### src/rtl/bank_htu_pkg.sv
// Shared definitions for the bank HTU set-associative entry: sector state
// encoding and the bit positions of the one-hot request opcode.
package bank_htu_pkg;

    typedef logic [1:0] sec_state_t;

    localparam sec_state_t ST_INV   = 2'd0;
    localparam sec_state_t ST_CLEAN = 2'd1;
    localparam sec_state_t ST_DIRTY = 2'd2;
    localparam sec_state_t ST_BUSY  = 2'd3;

    // Bit positions inside the packed one-hot opcode {inv, flush, write, read}
    localparam int unsigned OP_READ       = 32'd0;
    localparam int unsigned OP_WRITE      = 32'd1;
    localparam int unsigned OP_FLUSH      = 32'd2;
    localparam int unsigned OP_INVALIDATE = 32'd3;
    localparam int unsigned OP_NUM        = 32'd4;

endpackage

### src/rtl/bank_htu_plru_tree_n.sv
// Tree pseudo-LRU for one set. Nodes are heap-ordered: node n has its lower
// child at 2n+1 and upper child at 2n+2. A node bit of 0 means the victim
// lies in the lower half of that node's range.
module bank_htu_plru_tree_n #(
    parameter  int WAYS  = 8,
    localparam int WAY_W = (WAYS > 2) ? $clog2(WAYS) : 1
) (
    input  logic             clk_i,
    input  logic             rst_i,
    input  logic             update_i,
    input  logic [WAY_W-1:0] access_way_i,
    output logic [WAY_W-1:0] victim_way_o
);

    localparam int LVLS  = $clog2(WAYS);
    localparam int NODES = WAYS - 1;

    logic [NODES-1:0] tree_r;
    logic [NODES-1:0] tree_next_s;

    // Walk from the root following the node bits to find the victim way
    always_comb begin
        logic [WAY_W-1:0] node;
        node         = '0;
        victim_way_o = '0;
        for (int l = 0; l < LVLS; l++) begin
            victim_way_o[LVLS-1-l] = tree_r[node];
            node = (node << 1) + WAY_W'(1'b1) + WAY_W'(tree_r[node]);
        end
    end

    // Point every node on the accessed way's path away from that way
    always_comb begin
        logic [WAY_W-1:0] node;
        node        = '0;
        tree_next_s = tree_r;
        for (int l = 0; l < LVLS; l++) begin
            tree_next_s[node] = ~access_way_i[LVLS-1-l];
            node = (node << 1) + WAY_W'(1'b1) + WAY_W'(access_way_i[LVLS-1-l]);
        end
    end

    // Tree register, only advanced on accepted hits and allocations
    always_ff @(posedge clk_i or posedge rst_i) begin
        if (rst_i) begin
            tree_r <= '0;
        end else if (update_i) begin
            tree_r <= tree_next_s;
        end else begin
            tree_r <= tree_r;
        end
    end

endmodule

### src/rtl/bank_htu_set_assoc.sv
// One cache set of WAYS ways with SECTORS independently tracked sectors per
// line. Resolves one request per cycle (hit/miss, victim, stall) and updates
// sector state, tags and the PLRU tree at the following clock edge.
module bank_htu_set_assoc
    import bank_htu_pkg::*;
#(
    parameter  int WAYS    = 8,
    parameter  int SECTORS = 2,
    parameter  int TAG_W   = 22,
    localparam int WAY_W   = (WAYS > 2) ? $clog2(WAYS) : 1,
    localparam int SEC_W   = (SECTORS > 2) ? $clog2(SECTORS) : 1
) (
    input  logic                 clk_i,
    input  logic                 rst_i,
    input  logic                 req_valid_i,
    input  logic                 op_is_read_i,
    input  logic                 op_is_write_i,
    input  logic                 op_is_flush_i,
    input  logic                 op_is_invalidate_i,
    input  logic [TAG_W-1:0]     access_tag_i,
    input  logic [SEC_W-1:0]     access_sector_i,
    input  logic                 refill_done_i,
    input  logic [WAY_W-1:0]     refill_way_i,
    input  logic [SEC_W-1:0]     refill_sector_i,
    output logic                 resp_hit_o,
    output logic                 resp_stall_o,
    output logic [WAY_W-1:0]     resp_way_o,
    output logic [2*SECTORS-1:0] resp_sector_state_o,
    output logic                 refill_req_o,
    output logic                 wb_valid_o,
    output logic [TAG_W-1:0]     wb_tag_o,
    output logic [SECTORS-1:0]   wb_mask_o
);

    localparam int LW = 2 * SECTORS;

    logic [TAG_W-1:0]              tag_r       [WAYS];
    logic [LW-1:0]                 line_r      [WAYS];
    logic [TAG_W-1:0]              tag_next_s  [WAYS];
    logic [LW-1:0]                 line_next_s [WAYS];

    logic [WAYS-1:0]               way_valid_s;
    logic [WAYS-1:0]               way_busy_s;
    logic [WAYS-1:0]               way_match_s;
    logic [WAYS-1:0][SECTORS-1:0]  dirty_mask_s;

    logic [OP_NUM-1:0]   op_s;
    logic                act_s;
    logic                hit_s;
    logic                has_inv_s;
    logic [WAY_W-1:0]    hit_way_s;
    logic [WAY_W-1:0]    inv_way_s;
    logic [WAY_W-1:0]    plru_victim_s;
    logic [WAY_W-1:0]    victim_s;
    logic [WAY_W-1:0]    sel_way_s;
    logic [LW-1:0]       sel_line_s;
    logic [SECTORS-1:0]  sec_sel_s;
    logic [SECTORS-1:0]  refill_sel_s;
    sec_state_t          cur_sec_s;

    logic                stall_s;
    logic                refill_req_s;
    logic                wb_valid_s;
    logic [TAG_W-1:0]    wb_tag_s;
    logic [SECTORS-1:0]  wb_mask_s;
    logic                upd_line_s;
    logic                upd_tag_s;
    logic                plru_upd_s;
    logic [WAY_W-1:0]    resp_way_s;
    logic [LW-1:0]       new_line_s;

    // Overwrite the selected sectors of a line with one state value
    function automatic logic [LW-1:0] set_sector(input logic [LW-1:0] line,
                                                 input logic [SECTORS-1:0] sel,
                                                 input sec_state_t val);
        logic [LW-1:0] res;
        res = line;
        for (int s = 0; s < SECTORS; s++) begin
            res[2*s +: 2] = sel[s] ? val : line[2*s +: 2];
        end
        return res;
    endfunction

    assign op_s  = {op_is_invalidate_i, op_is_flush_i, op_is_write_i, op_is_read_i};
    // Reset also silences the response so nothing is reported mid-reset
    assign act_s = req_valid_i & ~rst_i;

    // Per-way status decode: live, busy and dirty sectors plus tag match
    for (genvar w = 0; w < WAYS; w++) begin : g_way
        logic [SECTORS-1:0] sec_live_s;
        logic [SECTORS-1:0] sec_busy_s;
        logic [SECTORS-1:0] sec_dirty_s;
        for (genvar s = 0; s < SECTORS; s++) begin : g_sec
            assign sec_live_s[s]  = (line_r[w][2*s +: 2] != ST_INV);
            assign sec_busy_s[s]  = (line_r[w][2*s +: 2] == ST_BUSY);
            assign sec_dirty_s[s] = (line_r[w][2*s +: 2] == ST_DIRTY);
        end
        assign way_valid_s[w]  = |sec_live_s;
        assign way_busy_s[w]   = |sec_busy_s;
        assign dirty_mask_s[w] = sec_dirty_s;
        assign way_match_s[w]  = way_valid_s[w] && (tag_r[w] == access_tag_i);
    end

    // One-hot sector selects for the request and the refill port
    always_comb begin
        for (int s = 0; s < SECTORS; s++) begin
            sec_sel_s[s]    = (SECTORS == 1) || (SEC_W'(s) == access_sector_i);
            refill_sel_s[s] = (SECTORS == 1) || (SEC_W'(s) == refill_sector_i);
        end
    end

    // Lowest-index hit way and lowest-index fully invalid way
    always_comb begin
        hit_way_s = '0;
        inv_way_s = '0;
        for (int w = WAYS - 1; w >= 0; w--) begin
            hit_way_s = way_match_s[w] ? WAY_W'(w) : hit_way_s;
            inv_way_s = way_valid_s[w] ? inv_way_s : WAY_W'(w);
        end
        hit_s     = |way_match_s;
        has_inv_s = ~&way_valid_s;
    end

    bank_htu_plru_tree_n #(.WAYS(WAYS)) u_plru (
        .clk_i        (clk_i),
        .rst_i        (rst_i),
        .update_i     (plru_upd_s),
        .access_way_i (resp_way_s),
        .victim_way_o (plru_victim_s)
    );

    // Invalid ways are consumed before the PLRU victim is considered
    always_comb begin
        victim_s   = has_inv_s ? inv_way_s : plru_victim_s;
        sel_way_s  = hit_s ? hit_way_s : victim_s;
        sel_line_s = line_r[sel_way_s];
        cur_sec_s  = ST_INV;
        for (int s = 0; s < SECTORS; s++) begin
            cur_sec_s = sec_sel_s[s] ? sec_state_t'(sel_line_s[2*s +: 2]) : cur_sec_s;
        end
    end

    // Request decode: stall, writeback, refill request and the update to apply
    always_comb begin
        stall_s      = 1'b0;
        refill_req_s = 1'b0;
        wb_valid_s   = 1'b0;
        wb_tag_s     = '0;
        wb_mask_s    = '0;
        upd_line_s   = 1'b0;
        upd_tag_s    = 1'b0;
        plru_upd_s   = 1'b0;
        resp_way_s   = '0;
        new_line_s   = sel_line_s;
        if (act_s && (op_s[OP_READ] || op_s[OP_WRITE])) begin
            resp_way_s = sel_way_s;
            if (hit_s && (cur_sec_s == ST_BUSY)) begin
                stall_s = 1'b1;
            end else if (hit_s) begin
                plru_upd_s = 1'b1;
                if (op_s[OP_WRITE]) begin
                    upd_line_s = 1'b1;
                    new_line_s = set_sector(sel_line_s, sec_sel_s, ST_DIRTY);
                end else if (cur_sec_s == ST_INV) begin
                    upd_line_s   = 1'b1;
                    refill_req_s = 1'b1;
                    new_line_s   = set_sector(sel_line_s, sec_sel_s, ST_BUSY);
                end else begin
                    upd_line_s = 1'b0;
                end
            end else if (way_busy_s[victim_s]) begin
                stall_s = 1'b1;
            end else begin
                plru_upd_s = 1'b1;
                upd_line_s = 1'b1;
                upd_tag_s  = 1'b1;
                wb_valid_s = |dirty_mask_s[victim_s];
                wb_tag_s   = (|dirty_mask_s[victim_s]) ? tag_r[victim_s] : '0;
                wb_mask_s  = dirty_mask_s[victim_s];
                if (op_s[OP_WRITE]) begin
                    new_line_s = set_sector('0, sec_sel_s, ST_DIRTY);
                end else begin
                    refill_req_s = 1'b1;
                    new_line_s   = set_sector('0, sec_sel_s, ST_BUSY);
                end
            end
        end else if (act_s && hit_s && (op_s[OP_FLUSH] || op_s[OP_INVALIDATE])) begin
            resp_way_s = hit_way_s;
            if (way_busy_s[hit_way_s]) begin
                stall_s = 1'b1;
            end else if (op_s[OP_FLUSH]) begin
                upd_line_s = 1'b1;
                new_line_s = set_sector(sel_line_s, dirty_mask_s[hit_way_s], ST_CLEAN);
                wb_valid_s = |dirty_mask_s[hit_way_s];
                wb_tag_s   = (|dirty_mask_s[hit_way_s]) ? tag_r[hit_way_s] : '0;
                wb_mask_s  = dirty_mask_s[hit_way_s];
            end else begin
                upd_line_s = 1'b1;
                new_line_s = '0;
            end
        end else begin
            stall_s = 1'b0;
        end
    end

    // Next array state: request update first, then refill completion on top.
    // A refilled sector was BUSY, so an accepted request never changed it.
    always_comb begin
        for (int w = 0; w < WAYS; w++) begin
            line_next_s[w] = (upd_line_s && (resp_way_s == WAY_W'(w))) ? new_line_s : line_r[w];
            tag_next_s[w]  = (upd_tag_s && (resp_way_s == WAY_W'(w))) ? access_tag_i : tag_r[w];
            for (int s = 0; s < SECTORS; s++) begin
                line_next_s[w][2*s +: 2] =
                    (refill_done_i && (refill_way_i == WAY_W'(w)) && refill_sel_s[s] &&
                     (line_r[w][2*s +: 2] == ST_BUSY)) ? ST_CLEAN : line_next_s[w][2*s +: 2];
            end
        end
    end

    // Tag and sector state registers
    always_ff @(posedge clk_i or posedge rst_i) begin
        if (rst_i) begin
            for (int w = 0; w < WAYS; w++) begin
                tag_r[w]  <= '0;
                line_r[w] <= '0;
            end
        end else begin
            for (int w = 0; w < WAYS; w++) begin
                tag_r[w]  <= tag_next_s[w];
                line_r[w] <= line_next_s[w];
            end
        end
    end

    assign resp_hit_o          = act_s & hit_s;
    assign resp_stall_o        = stall_s;
    assign resp_way_o          = resp_way_s;
    assign resp_sector_state_o = act_s ? line_r[resp_way_s] : '0;
    assign refill_req_o        = refill_req_s;
    assign wb_valid_o          = wb_valid_s;
    assign wb_tag_o            = wb_tag_s;
    assign wb_mask_o           = wb_mask_s;

endmodule

### config.mk
export PLATFORM = sky130hd
export DESIGN_NAME = bank_htu_set_assoc
export DESIGN_NICKNAME = d
export VERILOG_FILES = /design/src/rtl/bank_htu_pkg.sv /design/src/rtl/bank_htu_plru_tree_n.sv /design/src/rtl/bank_htu_set_assoc.sv
export SDC_FILE = /design/constraint.sdc
export NUM_CORES = 1
export LEC_CHECK = 0
export ABC_AREA = 0
export CORE_UTILIZATION = 65
export DETAILED_ROUTE_END_ITERATION = 10
export GPL_TIMING_DRIVEN = 1
export PLACE_DENSITY = 0.95
export SKIP_CTS_REPAIR_TIMING = 1
export SLEW_MARGIN = 25
export SYNTH_ARGS = -nofsm -noshare
export SYNTH_HDL_FRONTEND = slang
export SYNTH_SLANG_ARGS = --single-unit
export TNS_END_PERCENT = 50
### constraint.sdc
create_clock -name clk_i -period 34.6 [get_ports clk_i]
set_input_delay 6.92 -clock clk_i [delete_from_list [all_inputs] [get_ports clk_i]]
set_output_delay 6.92 -clock clk_i [all_outputs]
set_load 0.01 [all_outputs]
* Word-level counts from Yosys, hierarchy flattened
Cells that the tools add are included.
** Word-level totals
- Register bits after elaboration :: 215
- Input port bits :: 35
- Output and inout port bits :: 35
- Word-level logic and storage cells :: 381
** Operators by class
- Equality and inequality tests :: 55
- Multiplexer cells :: 145
- Bitwise operators :: 11
- Reductions and logical operators :: 127
- Add/sub/neg operators :: 6
- $lt $le $gt $ge :: 12
** Operators with widths (number)
- $mux W22 :: 13
- $eq A22 B22 Y1 :: 8
- $bmux W22 S3 :: 2
- $mux W4 :: 23
- $mux W2 :: 36
- $logic_and A1 B1 Y1 :: 70
- $eq A2 B2 Y1 const B :: 33
- $reduce_bool A2 Y1 :: 32
- $mux W3 :: 20
- $mux W1 :: 39
- $reduce_or A2 Y1 :: 18
- $bmux W4 S3 :: 2
- $eq A3 B3 Y1 const B :: 8
- $lt A3 B4 Y1 const B :: 6
- $ge A4 B4 Y1 const B :: 4
- $not A3 Y4 :: 4
- $bwmux W7 :: 2
- $bmux W1 S3 :: 4
- $bmux W2 S3 :: 2
- $eq A3 B2 Y1 const B :: 4
- $reduce_and A8 Y1 :: 1
- $reduce_or A8 Y1 :: 1
- $add A3 B1 Y3 :: 2
- $add A3 B1 Y3 const B :: 2
- 9 further kinds :: 20

* Depth between registers and ports, before layout
Gate-level depths: netlist (run 1).
- Depth after elaboration :: 26
- Gate-level depth with buffers :: 19
- Depth with buffers taken out :: 15

* Modules after synthesis
From an unflattened synthesis (run 1), not the netlist that was laid out.
** Second synthesis, totals
- Cells, all modules :: 1812
- Area total of the unflattened synthesis :: 16857.4 µm²
** Modules (own cells, without submodules)
- bank_htu_set_assoc :: cells each 1762, seq. area each 5205.0 µm², area each 16379.5 µm², times used 1
- bank_htu_plru_tree_n :: cells each 50, seq. area each 175.2 µm², area each 478.0 µm², times used 1

* Worst setup path before layout (run 1)
No wires, ideal clock.
- Path type :: input port to output port
- From :: input rst_i
- To :: output resp_sector_state_o[0]
- Buffers on the path :: 1
- Data required time :: 27.680 ns
- Setup slack :: 13.523 ns
- Cell stages on the path :: 8
- Arrival :: 14.157 ns
- Path through :: inv_1 -> nand2_1 -> nor2_1 -> o21ai_0 -> a21oi_2 -> clkbuf_1 -> o211ai_1 -> a21oi_1
** Between the ends
- Longest elaborated chain between the ends :: 11
- Elaborated cells between the ends (all ways) :: 12
- Classes of those cells :: mux (6); bitwise (3); reduce/logical (3)
** Ends and longest elaborated chain
- from (decl) :: RTL line bank_htu_set_assoc.sv:14 : input logic rst_i,
- $not A1 Y1 (*) :: RTL line bank_htu_set_assoc.sv:86 : assign act_s = req_valid_i & ~rst_i;
- $and A1 B1 Y1 (*) :: RTL line bank_htu_set_assoc.sv:86
- $logic_and A1 B1 Y1 (2 in a row) :: RTL line bank_htu_set_assoc.sv:187 : end else if (act_s && hit_s && (op_s[OP_FLUSH] || op_s[OP_INVALIDATE])) begin
- $mux W3 :: RTL line bank_htu_set_assoc.sv:187
- $mux W3 (*) :: RTL line bank_htu_set_assoc.sv:155 : if (act_s && (op_s[OP_READ] || op_s[OP_WRITE])) begin
- via resp_way_o[2] :: RTL line bank_htu_set_assoc.sv:27 : output logic [WAY_W-1:0] resp_way_o,
- $not A3 Y4 (implied by the code) (*) :: RTL line bank_htu_set_assoc.sv:238 : assign resp_sector_state_o = act_s ? line_r[resp_way_s] : '0;
- $bmux W4 S3 (*) :: RTL line bank_htu_set_assoc.sv:238
- $mux W4 (implied by the code) (*) (2 in a row) :: RTL line bank_htu_set_assoc.sv:238
- $mux W4 (*) :: RTL line bank_htu_set_assoc.sv:238
- to (decl) :: RTL line bank_htu_set_assoc.sv:28 : output logic [2*SECTORS-1:0] resp_sector_state_o,
The timed path passes the listed nets; every way through them passes the cells marked *. The select of a mux whose other input is x is not followed.

* Worst setup path after layout (run 1)
- From :: input access_tag_i[13]
- To :: output wb_tag_o[20]
** Between the ends
- Longest elaborated chain between the ends :: 20
- Elaborated cells between the ends (all ways) :: 51
- Classes of those cells :: eq/ne (9); mux (27); bitwise (2); reduce/logical (13)
** Ends and longest elaborated chain
- from (decl) :: RTL line bank_htu_set_assoc.sv:20 : input logic [TAG_W-1:0] access_tag_i,
- $eq A22 B22 Y1 :: RTL line bank_htu_set_assoc.sv:101 : assign way_match_s[w] = way_valid_s[w] && (tag_r[w] == access_tag_i);
- $logic_and A1 B1 Y1 :: RTL line bank_htu_set_assoc.sv:101
- $mux W3 (8 in a row) :: RTL line bank_htu_set_assoc.sv:117 : hit_way_s = way_match_s[w] ? WAY_W'(w) : hit_way_s;
- $mux W3 :: RTL line bank_htu_set_assoc.sv:135 : sel_way_s = hit_s ? hit_way_s : victim_s;
- $not A3 Y4 (implied by the code) :: RTL line bank_htu_set_assoc.sv:136 : sel_line_s = line_r[sel_way_s];
- $bmux W4 S3 :: RTL line bank_htu_set_assoc.sv:136
- $mux W4 (implied by the code) (2 in a row) :: RTL line bank_htu_set_assoc.sv:136
- $mux W2 :: RTL line bank_htu_set_assoc.sv:139 : cur_sec_s = sec_sel_s[s] ? sec_state_t'(sel_line_s[2*s +: 2]) : cur_sec_s;
- $eq A2 B2 Y1 :: RTL line bank_htu_set_assoc.sv:157 : if (hit_s && (cur_sec_s == ST_BUSY)) begin
- $logic_and A1 B1 Y1 :: RTL line bank_htu_set_assoc.sv:157
- $mux W22 :: RTL line bank_htu_set_assoc.sv:157
- $mux W22 (*) :: RTL line bank_htu_set_assoc.sv:155
- to (decl) :: RTL line bank_htu_set_assoc.sv:31 : output logic [TAG_W-1:0] wb_tag_o,
Every way passes the cells marked *; elsewhere a longest branch is shown, timed or not. The select of a mux whose other input is x is not followed.

==> summary.log, run 1 <==
qor: worst_setup_path.crit-reg2reg-launch line_r[22]
qor: worst_setup_path.crit_cells 14
qor: clock_tree.cts_root_buf sky130_fd_sc_hd__clkbuf_16
qor: power.cellLeakagePower 0.00759 µW
qor: drt.drt_wl_total 59800 µm
qor: finish.inserted_diodes 0
qor: worst_setup_path.critPathCaptureType primary output
qor: timing.timing_max_transition_violations_final 0
qor: worst_setup_path.reg2regPathDepth 14
qor: yosys.synthCells 1804
qor: power.power.density_cell_area 61.4 nW/µm²
qor: finish.design.final.nets 1822
qor: clock_tree.clock_pin_slew_on_the_worst_setup_and_hold_paths 0.06 ns
qor: timing.fin_worst_skew 0.0144 ns
qor: worst_setup_path.critPathBufInv 4
qor: yosys.synth-edff-count 0
qor: yosys.ys_types 70
qor: worst_setup_path.setup.reg_to_reg.worst_slack 28.81 ns
qor: timing.final_min_period 19.94 ns
qor: grt.grt_overflow_total 0
qor: place.place_ws 14.81 ns
qor: grt.grt-busiest-layer met2
qor: timing.worst-slew-pin-transition 1.12 ns
qor: grt.antenna_found_initial 0
qor: timing.slew-limit-headroom 25.0%
qor: timing.finalWorstSetupSlack 14.66 ns
qor: flow_run.maxCapViolations 0
qor: yosys.synth-async-reset-ratio 100%
qor: timing.finish_stage_setup_viols 0
qor: floorplanning.die-area 26300 µm²
qor: worst_setup_path.worst_path_max_delay_cell sky130_fd_sc_hd__clkdlybuf4s50_1
qor: clock_tree.cts_made_buffers 25
qor: drt.average_wire_per_standard_cell 28.1 µm
qor: worst_setup_path.worstPathMaxFanout 69
qor: clock_tree.cts-htree-levels 1
qor: status.run_status complete, no violations
qor: yosys.synthesis.nets 1845
qor: timing.period_share 57.6%
qor: worst_setup_path.worstPathRequired 27.68 ns
qor: min_path.hold_class flop to flop
qor: drt.num_vias 15600
qor: grt.grt_max_degree 94
qor: drt.detail_route.vias_per_cell 7.35
qor: timing.finalSetupTns 0 ns
qor: place.place.gp.congestion 1.10
qor: drt.drc_errors 0
qor: worst_setup_path.cp-endpoint wb_tag_o[20]
qor: timing.hold-worst-slack 0.486 ns
qor: clock_tree.clock_sink_count 215
qor: worst_setup_path.timing.setup.critical_path_class primary input to primary output
qor: yosys.synth-seq-cells 215
qor: yosys.netlist_area 16700 µm²
qor: power.max-vdd-ir-drop 0.0831 mV
qor: grt.first_pass_grt_wire_length 91200 µm
qor: finish.area_delta_synth_final 9.69%
qor: drt.firstDrtPassIters 6
qor: yosys.synth-seq-area-share 32.3%
qor: grt.groute.layer.met1.usage 55.4%
qor: worst_setup_path.setup.worst_path.start access_tag_i[13]
qor: worst_setup_path.crit_family buffers and inverters
qor: timing.rsz_0062_raised_after_global_routing false
qor: worst_setup_path.cp.arrival 13.02 ns
qor: worst_setup_path.max_stage_delay 0.94 ns
qor: place.detailedPlacementHpwl 41000 µm
qor: floorplanning.num_rows 58
qor: yosys.synth-warning-count 0
qor: timing.timing.fmax 50.1 MHz
qor: finish.layout-drive-gt1-share 16.5%
qor: floorplanning.start_util 66.1%
qor: drt.detailedRoute.firstIterationViolations 2290
qor: place.placement_stage_cell_area 17400 µm²
qor: floorplanning.core_area 25200 µm²
qor: timing.timing_hold_violations_final 0
qor: floorplanning.die_w 162 µm
qor: finish.stdcell_area 18300 µm²
qor: clock_tree.clk_path_buf_depth 3
qor: grt.grt_pass1_vias 15100
qor: yosys.synth_flop_cell sky130_fd_sc_hd__dfrtp_1
qor: floorplanning.ios 70
qor: floorplanning.die_y 162 µm
qor: yosys.syn_area_per_cell 9.23 µm²
qor: worst_setup_path.critical_path.cell_chain clkdlybuf4s50_1 -> xor2_1 -> or4_1 -> nor4b_1 -> a32o_1 -> a21oi_1 -> nor2_4 -> buf_4 -> buf_4 -> mux2i_1 -> a21oi_1 -> mux2i_1 -> o21ai_0 -> clkdlybuf4s50_1
qor: clock_tree.cts_tree yes
qor: place.port_buffers 69
qor: grt.global_route.usage.met3 10.8%
qor: power.totalPowerFinal 1120 µW
qor: grt.grt_util_all_layers 45.9%
qor: drt.remaining_antenna_violation_count 0
qor: worst_setup_path.worstSetupStartpointType primary input
qor: grt.met2_usage 70.8%
qor: worst_setup_path.reg_to_reg_end line_r[20]
qor: clock_tree.clock_latency 0.55 ns
-- power breakdown --
part           internal, µW  total, µW  switching, µW  leakage [µW]
logic                   182        517            336       0.00424
registers               284        329           45.1       0.00292
clock network           163        276            113      0.000428
total                   629       1120            494       0.00759
-- worst min path at each step --
stage	startpoint	end	slack, ns	cells past startpoint
floorplan	u_plru.tree_r[3]	u_plru.tree_r[3]	0.44	1
detailed placement	u_plru.tree_r[6]	u_plru.tree_r[6]	0.47	1
global placement	u_plru.tree_r[4]	u_plru.tree_r[4]	0.46	1
global route	u_plru.tree_r[6]	u_plru.tree_r[6]	0.49	1
CTS	u_plru.tree_r[6]	u_plru.tree_r[6]	0.48	1
finish	u_plru.tree_r[4]	u_plru.tree_r[4]	0.49	1
-- synthesized netlist by cell type (6+ instances only) --
| master | number | area [µm²] |
|---|---|---|
| sky130_fd_sc_hd__dfrtp_1 | 215 | 5380 |
| sky130_fd_sc_hd__mux2_2 | 186 | 2090 |
| sky130_fd_sc_hd__nand2_1 | 146 | 548 |
| sky130_fd_sc_hd__mux2i_1 | 118 | 1180 |
| sky130_fd_sc_hd__xor2_1 | 101 | 885 |
| sky130_fd_sc_hd__a211oi_1 | 92 | 691 |
| sky130_fd_sc_hd__o21ai_0 | 90 | 450 |
| sky130_fd_sc_hd__clkbuf_1 | 85 | 319 |
| sky130_fd_sc_hd__a21oi_1 | 84 | 420 |
| sky130_fd_sc_hd__xnor2_1 | 76 | 666 |
| sky130_fd_sc_hd__nor2_1 | 59 | 221 |
| sky130_fd_sc_hd__nor2b_1 | 56 | 350 |
| sky130_fd_sc_hd__and2_1 | 51 | 319 |
| sky130_fd_sc_hd__nand4_1 | 49 | 307 |
| sky130_fd_sc_hd__nor4_1 | 45 | 282 |
| sky130_fd_sc_hd__a311oi_1 | 44 | 385 |
| sky130_fd_sc_hd__buf_2 | 43 | 215 |
| sky130_fd_sc_hd__nor3_1 | 29 | 145 |
| sky130_fd_sc_hd__and3_1 | 24 | 150 |
| sky130_fd_sc_hd__nand3_1 | 18 | 90.1 |
| sky130_fd_sc_hd__inv_1 | 15 | 56.3 |
| sky130_fd_sc_hd__o211ai_1 | 15 | 113 |
| sky130_fd_sc_hd__or4_1 | 15 | 113 |
| sky130_fd_sc_hd__buf_1 | 14 | 52.6 |
| sky130_fd_sc_hd__a22oi_1 | 9 | 67.6 |
| sky130_fd_sc_hd__a31oi_2 | 9 | 113 |
| sky130_fd_sc_hd__o31ai_1 | 9 | 67.6 |
| sky130_fd_sc_hd__a21o_1 | 7 | 52.6 |
| sky130_fd_sc_hd__nand2b_1 | 7 | 43.8 |
| sky130_fd_sc_hd__nor4bb_1 | 7 | 70.1 |
| sky130_fd_sc_hd__and4_1 | 6 | 52.6 |
| sky130_fd_sc_hd__ha_1 | 6 | 75.1 |
| sky130_fd_sc_hd__or3_1 | 6 | 37.5 |
-- cell type report --
class / instances / area, µm²
Inverter: 15 / 63.8
Timing Repair Buffer: 96 / 897
Tap cell: 330 / 413
Clock inverter: 10 / 119
Clock buffer: 35 / 733
Fill cell: 1751 / 6920
Sequential cell: 215 / 5380
Multi-Input combinational cell: 1428 / 10700
-- metal layers --
layer  part of all wire, %  up-vias
met5                     0        -
met4                   9.3        0
met3                    10      323
met2                    44     1173
met1                    36     7507
li1                      -     6636
-- cells in the final DEF, fill, tap and decap left out, types with 8 or more instances in the layout --
| cell type | count |
|---|---|
| sky130_fd_sc_hd__nand3_1 | 18 |
| sky130_fd_sc_hd__mux2i_1 | 118 |
| sky130_fd_sc_hd__inv_1 | 14 |
| sky130_fd_sc_hd__nor2b_1 | 55 |
| sky130_fd_sc_hd__a22oi_1 | 9 |
| sky130_fd_sc_hd__a211oi_1 | 92 |
| sky130_fd_sc_hd__xor2_1 | 101 |
| sky130_fd_sc_hd__a31oi_2 | 10 |
| sky130_fd_sc_hd__nor3_1 | 29 |
| sky130_fd_sc_hd__o31ai_1 | 9 |
| sky130_fd_sc_hd__xnor2_1 | 76 |
| sky130_fd_sc_hd__and3_1 | 24 |
| sky130_fd_sc_hd__dfrtp_1 | 215 |
| sky130_fd_sc_hd__clkdlybuf4s50_1 | 69 |
| sky130_fd_sc_hd__nor2_2 | 8 |
| sky130_fd_sc_hd__nand4_1 | 49 |
| sky130_fd_sc_hd__nand2_1 | 145 |
| sky130_fd_sc_hd__buf_4 | 26 |
| sky130_fd_sc_hd__o21ai_0 | 90 |
| sky130_fd_sc_hd__a21oi_1 | 83 |
| sky130_fd_sc_hd__a311oi_1 | 44 |
| sky130_fd_sc_hd__nor4_1 | 45 |
| sky130_fd_sc_hd__o211ai_1 | 15 |
| sky130_fd_sc_hd__or4_1 | 15 |
| sky130_fd_sc_hd__nor2_1 | 50 |
| sky130_fd_sc_hd__clkbuf_16 | 25 |
| sky130_fd_sc_hd__and2_1 | 49 |
| sky130_fd_sc_hd__mux2_2 | 186 |
-- worst reg2reg max path: cells and delay by family, from the launching register on --
kind	cells	cell delay (ns)
AO/OA/AOI/OAI	5	2.16
AND/OR/NAND/NOR	8	2.73
multiplexers	1	0.26
flip-flops	1	0.48
-- cells by family after synthesis --
logic type,share of synthesized area (%)
compound gates,15.9
simple gates,18.0
fa+ha+maj,0.451
buf+inv,4.09
xor+xnor,9.31
mux,19.9
flops,32.3
-- registers in the layout, summed over array words and instances, names as in the netlist --
register and cells:
tag_r 176, line_r 32, u_plru.tree_r 7
-- stage by stage --
step / instances / utilization (%)
floorplan: 1804 / -
global placement: 2084 / 69.1
detailed placement: 2084 / 69.1
global route: 2129 / 72.5
finish: 2129 / 72.5
CTS: 2129 / 72.5
No activity file was read; power rests on OpenSTA's default activity.
==> inputs of run 2 (changes only) <==
--- a/config.mk
+++ b/config.mk
@@ -6,10 +6,10 @@
 export NUM_CORES = 1
 export LEC_CHECK = 0
 export ABC_AREA = 0
-export CORE_UTILIZATION = 65
+export CORE_UTILIZATION = 57
 export DETAILED_ROUTE_END_ITERATION = 10
 export GPL_TIMING_DRIVEN = 1
-export PLACE_DENSITY = 0.95
+export PLACE_DENSITY = 0.91
 export SKIP_CTS_REPAIR_TIMING = 1
 export SLEW_MARGIN = 25
 export SYNTH_ARGS = -nofsm -noshare
==> constraint.sdc (replaced) <==
create_clock -name clk_i -period 17.6 [get_ports clk_i]
set_input_delay 3.52 -clock clk_i [delete_from_list [all_inputs] [get_ports clk_i]]
set_output_delay 3.52 -clock clk_i [all_outputs]
set_load 0.01 [all_outputs]
==> summary.log, run 2 (same netlist as run 1, synthesis figures left out) <==
qor: drt.detailedRoute.firstIterationViolations 2244
qor: min_path.hold_class flop to flop
qor: finish.fin_cells 2184
qor: timing.final_min_period 13.18 ns
qor: finish.commonest_non_fill_non_tap_cell_in_the_layout sky130_fd_sc_hd__dfrtp_1
qor: drt.average_wire_per_standard_cell 27.6 µm
qor: power.switching_fraction_of_total_power 43.2%
qor: place.number_of_placed_instances_taps_included 2137
qor: clock_tree.clock_sink_count 215
qor: worst_setup_path.timing.setup.critical_path_class primary input to primary output
qor: finish.filler_cell_count 2249
qor: floorplanning.die_y 173 µm
qor: timing.fin_worst_skew 0.0130 ns
qor: status.run_status complete, no violations
qor: grt.grt_overflow_total 0
qor: power.power.density_cell_area 122 nW/µm²
qor: worst_setup_path.crit-reg2reg-launch tag_r[149]
qor: timing.rsz_0062_raised_after_global_routing false
qor: timing.finalSetupTns 0 ns
qor: drt.remaining_antenna_violation_count 0
qor: grt.antenna_found_initial 0
qor: finish.regMostFlops tag_r
qor: flow_run.maxCapViolations 0
qor: clock_tree.cts-htree-levels 1
qor: timing.timing_max_transition_violations_final 0
qor: timing.worst-slew-pin-transition 1.11 ns
qor: power.total_switching_power 975 µW
qor: finish.area_delta_synth_final 10.7%
qor: worst_setup_path.reg_to_reg_end line_r[10]
qor: finish.max_ffs_per_register 176
qor: clock_tree.clock_latency 0.56 ns
qor: place.placement_stage_cell_area 17500 µm²
qor: timing.timing_hold_violations_final 0
qor: min_path.worstHoldEndpoint u_plru.tree_r[3]
qor: clock_tree.cts_made_buffers 25
qor: floorplanning.die-area 29900 µm²
qor: floorplanning.core_area 28700 µm²
qor: worst_setup_path.worstPathMaxFanout 78
qor: finish.design.final.nets 1822
qor: timing.timing.fmax 75.9 MHz
qor: finish.layout-drive-gt1-share 16.6%
qor: floorplanning.die_w 173 µm
qor: drt.num_vias 15600
qor: floorplanning.start_util 58.0%
qor: worst_setup_path.setup.reg_to_reg.worst_slack 11.72 ns
qor: worst_setup_path.reg2regPathDepth 14
qor: clock_tree.clk_path_buf_depth 3
qor: power.max-vdd-ir-drop 0.0881 mV
qor: drt.drt_wl_total 60300 µm
qor: power.seqPwrFrac 28.7%
qor: clock_tree.clock_pin_slew_on_the_worst_setup_and_hold_paths 0.06 ns
qor: finish.seqCellArea 5380 µm²
qor: floorplanning.num_rows 62
qor: grt.grt_pass1_vias 15400
qor: finish.reg_top3 tag_r x176, line_r x32, u_plru.tree_r x7
qor: finish.multi_input_comb_area 10700 µm²
qor: timing.slew-limit-headroom 26.3%
qor: grt.grt_util_all_layers 40.1%
qor: worst_setup_path.worstPathRequired 14.08 ns
qor: drt.firstDrtPassIters 7
qor: power.pint 1280 µW
qor: clock_tree.cts_tree yes
qor: grt.first_pass_grt_wire_length 93000 µm
qor: timing.finish_stage_setup_viols 0
qor: drt.detail_route.vias_per_cell 7.15
qor: drt.drc_errors 0
qor: min_path.min_from u_plru.tree_r[3]
qor: clock_tree.cts_root_buf sky130_fd_sc_hd__clkbuf_16
qor: timing.period_share 74.9%
qor: place.place.gp.congestion 1.08
qor: floorplanning.ios 70
qor: power.cellLeakagePower 0.00761 µW
qor: finish.inserted_diodes 0
qor: finish.finish.utilization 64.2%
qor: min_path.min_delay_path_depth 1
qor: finish.layout.cells.most_common_list 215 x sky130_fd_sc_hd__dfrtp_1, 186 x sky130_fd_sc_hd__mux2_2, 144 x sky130_fd_sc_hd__nand2_1
qor: worst_setup_path.critPathCaptureType primary output
qor: worst_setup_path.cp.arrival 9.66 ns
qor: place.detailedPlacementHpwl 41100 µm
qor: power.totalPowerFinal 2260 µW
qor: grt.grt_max_degree 98
qor: power.p_comb_share 45.0%
qor: place.port_buffers 69
qor: worst_setup_path.worstSetupStartpointType primary input
qor: power.clock_power_share 26.3%
qor: finish.stdcell_area 18400 µm²
## run 2: how the worst max path moves through the flow
| stage | end | slack, ns | depth (start not counted) | from |
|---|---|---|---|---|
| 2_1_floorplan | resp_sector_state_o[0] | 3.32 | 8 | rst_i |
| 3_5_place_dp | resp_stall_o | 4.60 | 14 | access_tag_i[14] |
| 4_1_cts | resp_stall_o | 4.58 | 14 | access_tag_i[14] |
| 5_1_grt | wb_tag_o[20] | 4.12 | 14 | access_tag_i[6] |
| 6_report | wb_tag_o[10] | 4.42 | 15 | access_tag_i[6] |
| 3_3_place_gp | wb_tag_o[20] | 4.17 | 14 | access_tag_i[6] |
## run 2: power groups by stage
stage	clock network (µW)	registers, µW	logic [µW]
after floorplan	0	622	691
after global placement	0	643	940
after detailed placement	0	650	971
after CTS	591	643	977
after global routing	610	654	1080
final	593	647	1020
## run 2: worst max-delay path: stages
cell	delay [ns]
sky130_fd_sc_hd__clkdlybuf4s50_1	0.94
sky130_fd_sc_hd__xor2_1	0.25
sky130_fd_sc_hd__or4_1	0.55
sky130_fd_sc_hd__nor4b_1	0.64
sky130_fd_sc_hd__a32o_1	0.37
sky130_fd_sc_hd__a21oi_1	0.14
sky130_fd_sc_hd__nor2_4	0.24
sky130_fd_sc_hd__buf_4	0.64
sky130_fd_sc_hd__buf_4	0.94
sky130_fd_sc_hd__nor2b_1	0.15
sky130_fd_sc_hd__a211oi_1	0.34
sky130_fd_sc_hd__a21oi_1	0.09
sky130_fd_sc_hd__mux2i_1	0.17
sky130_fd_sc_hd__o21ai_0	0.11
sky130_fd_sc_hd__clkdlybuf4s50_1	0.53
## run 2: final cells by class
class,instances,share of cell area (%)
Inverter,15,0.346
Timing Repair Buffer,96,4.93
Multi-Input combinational cell,1428,57.9
Sequential cell,215,29.2
Clock inverter,11,1.11
Clock buffer,35,3.92
Tap cell,384,2.61
## run 2: stage by stage
step | hold WS [ns] | setup WS, ns
finish | 0.482 | 4.42
global route | 0.506 | 4.12
CTS | 0.484 | 4.58
detailed placement | 0.465 | 4.60
global placement | 0.463 | 4.17
floorplan | 0.441 | 3.32
## run 2: metal layers
| metal | global-route usage (%) | wire length, µm | up-vias | share of wire, % |
|---|---|---|---|---|
| met2 | 64.7 | 27800 | 1087 | 46 |
| met4 | 25.1 | 4380 | 0 | 7.3 |
| met3 | 8.69 | 6250 | 274 | 10 |
| li1 | - | - | 6609 | - |
| met5 | 0 | 0 | - | 0 |
| met1 | 48.9 | 21900 | 7637 | 36 |
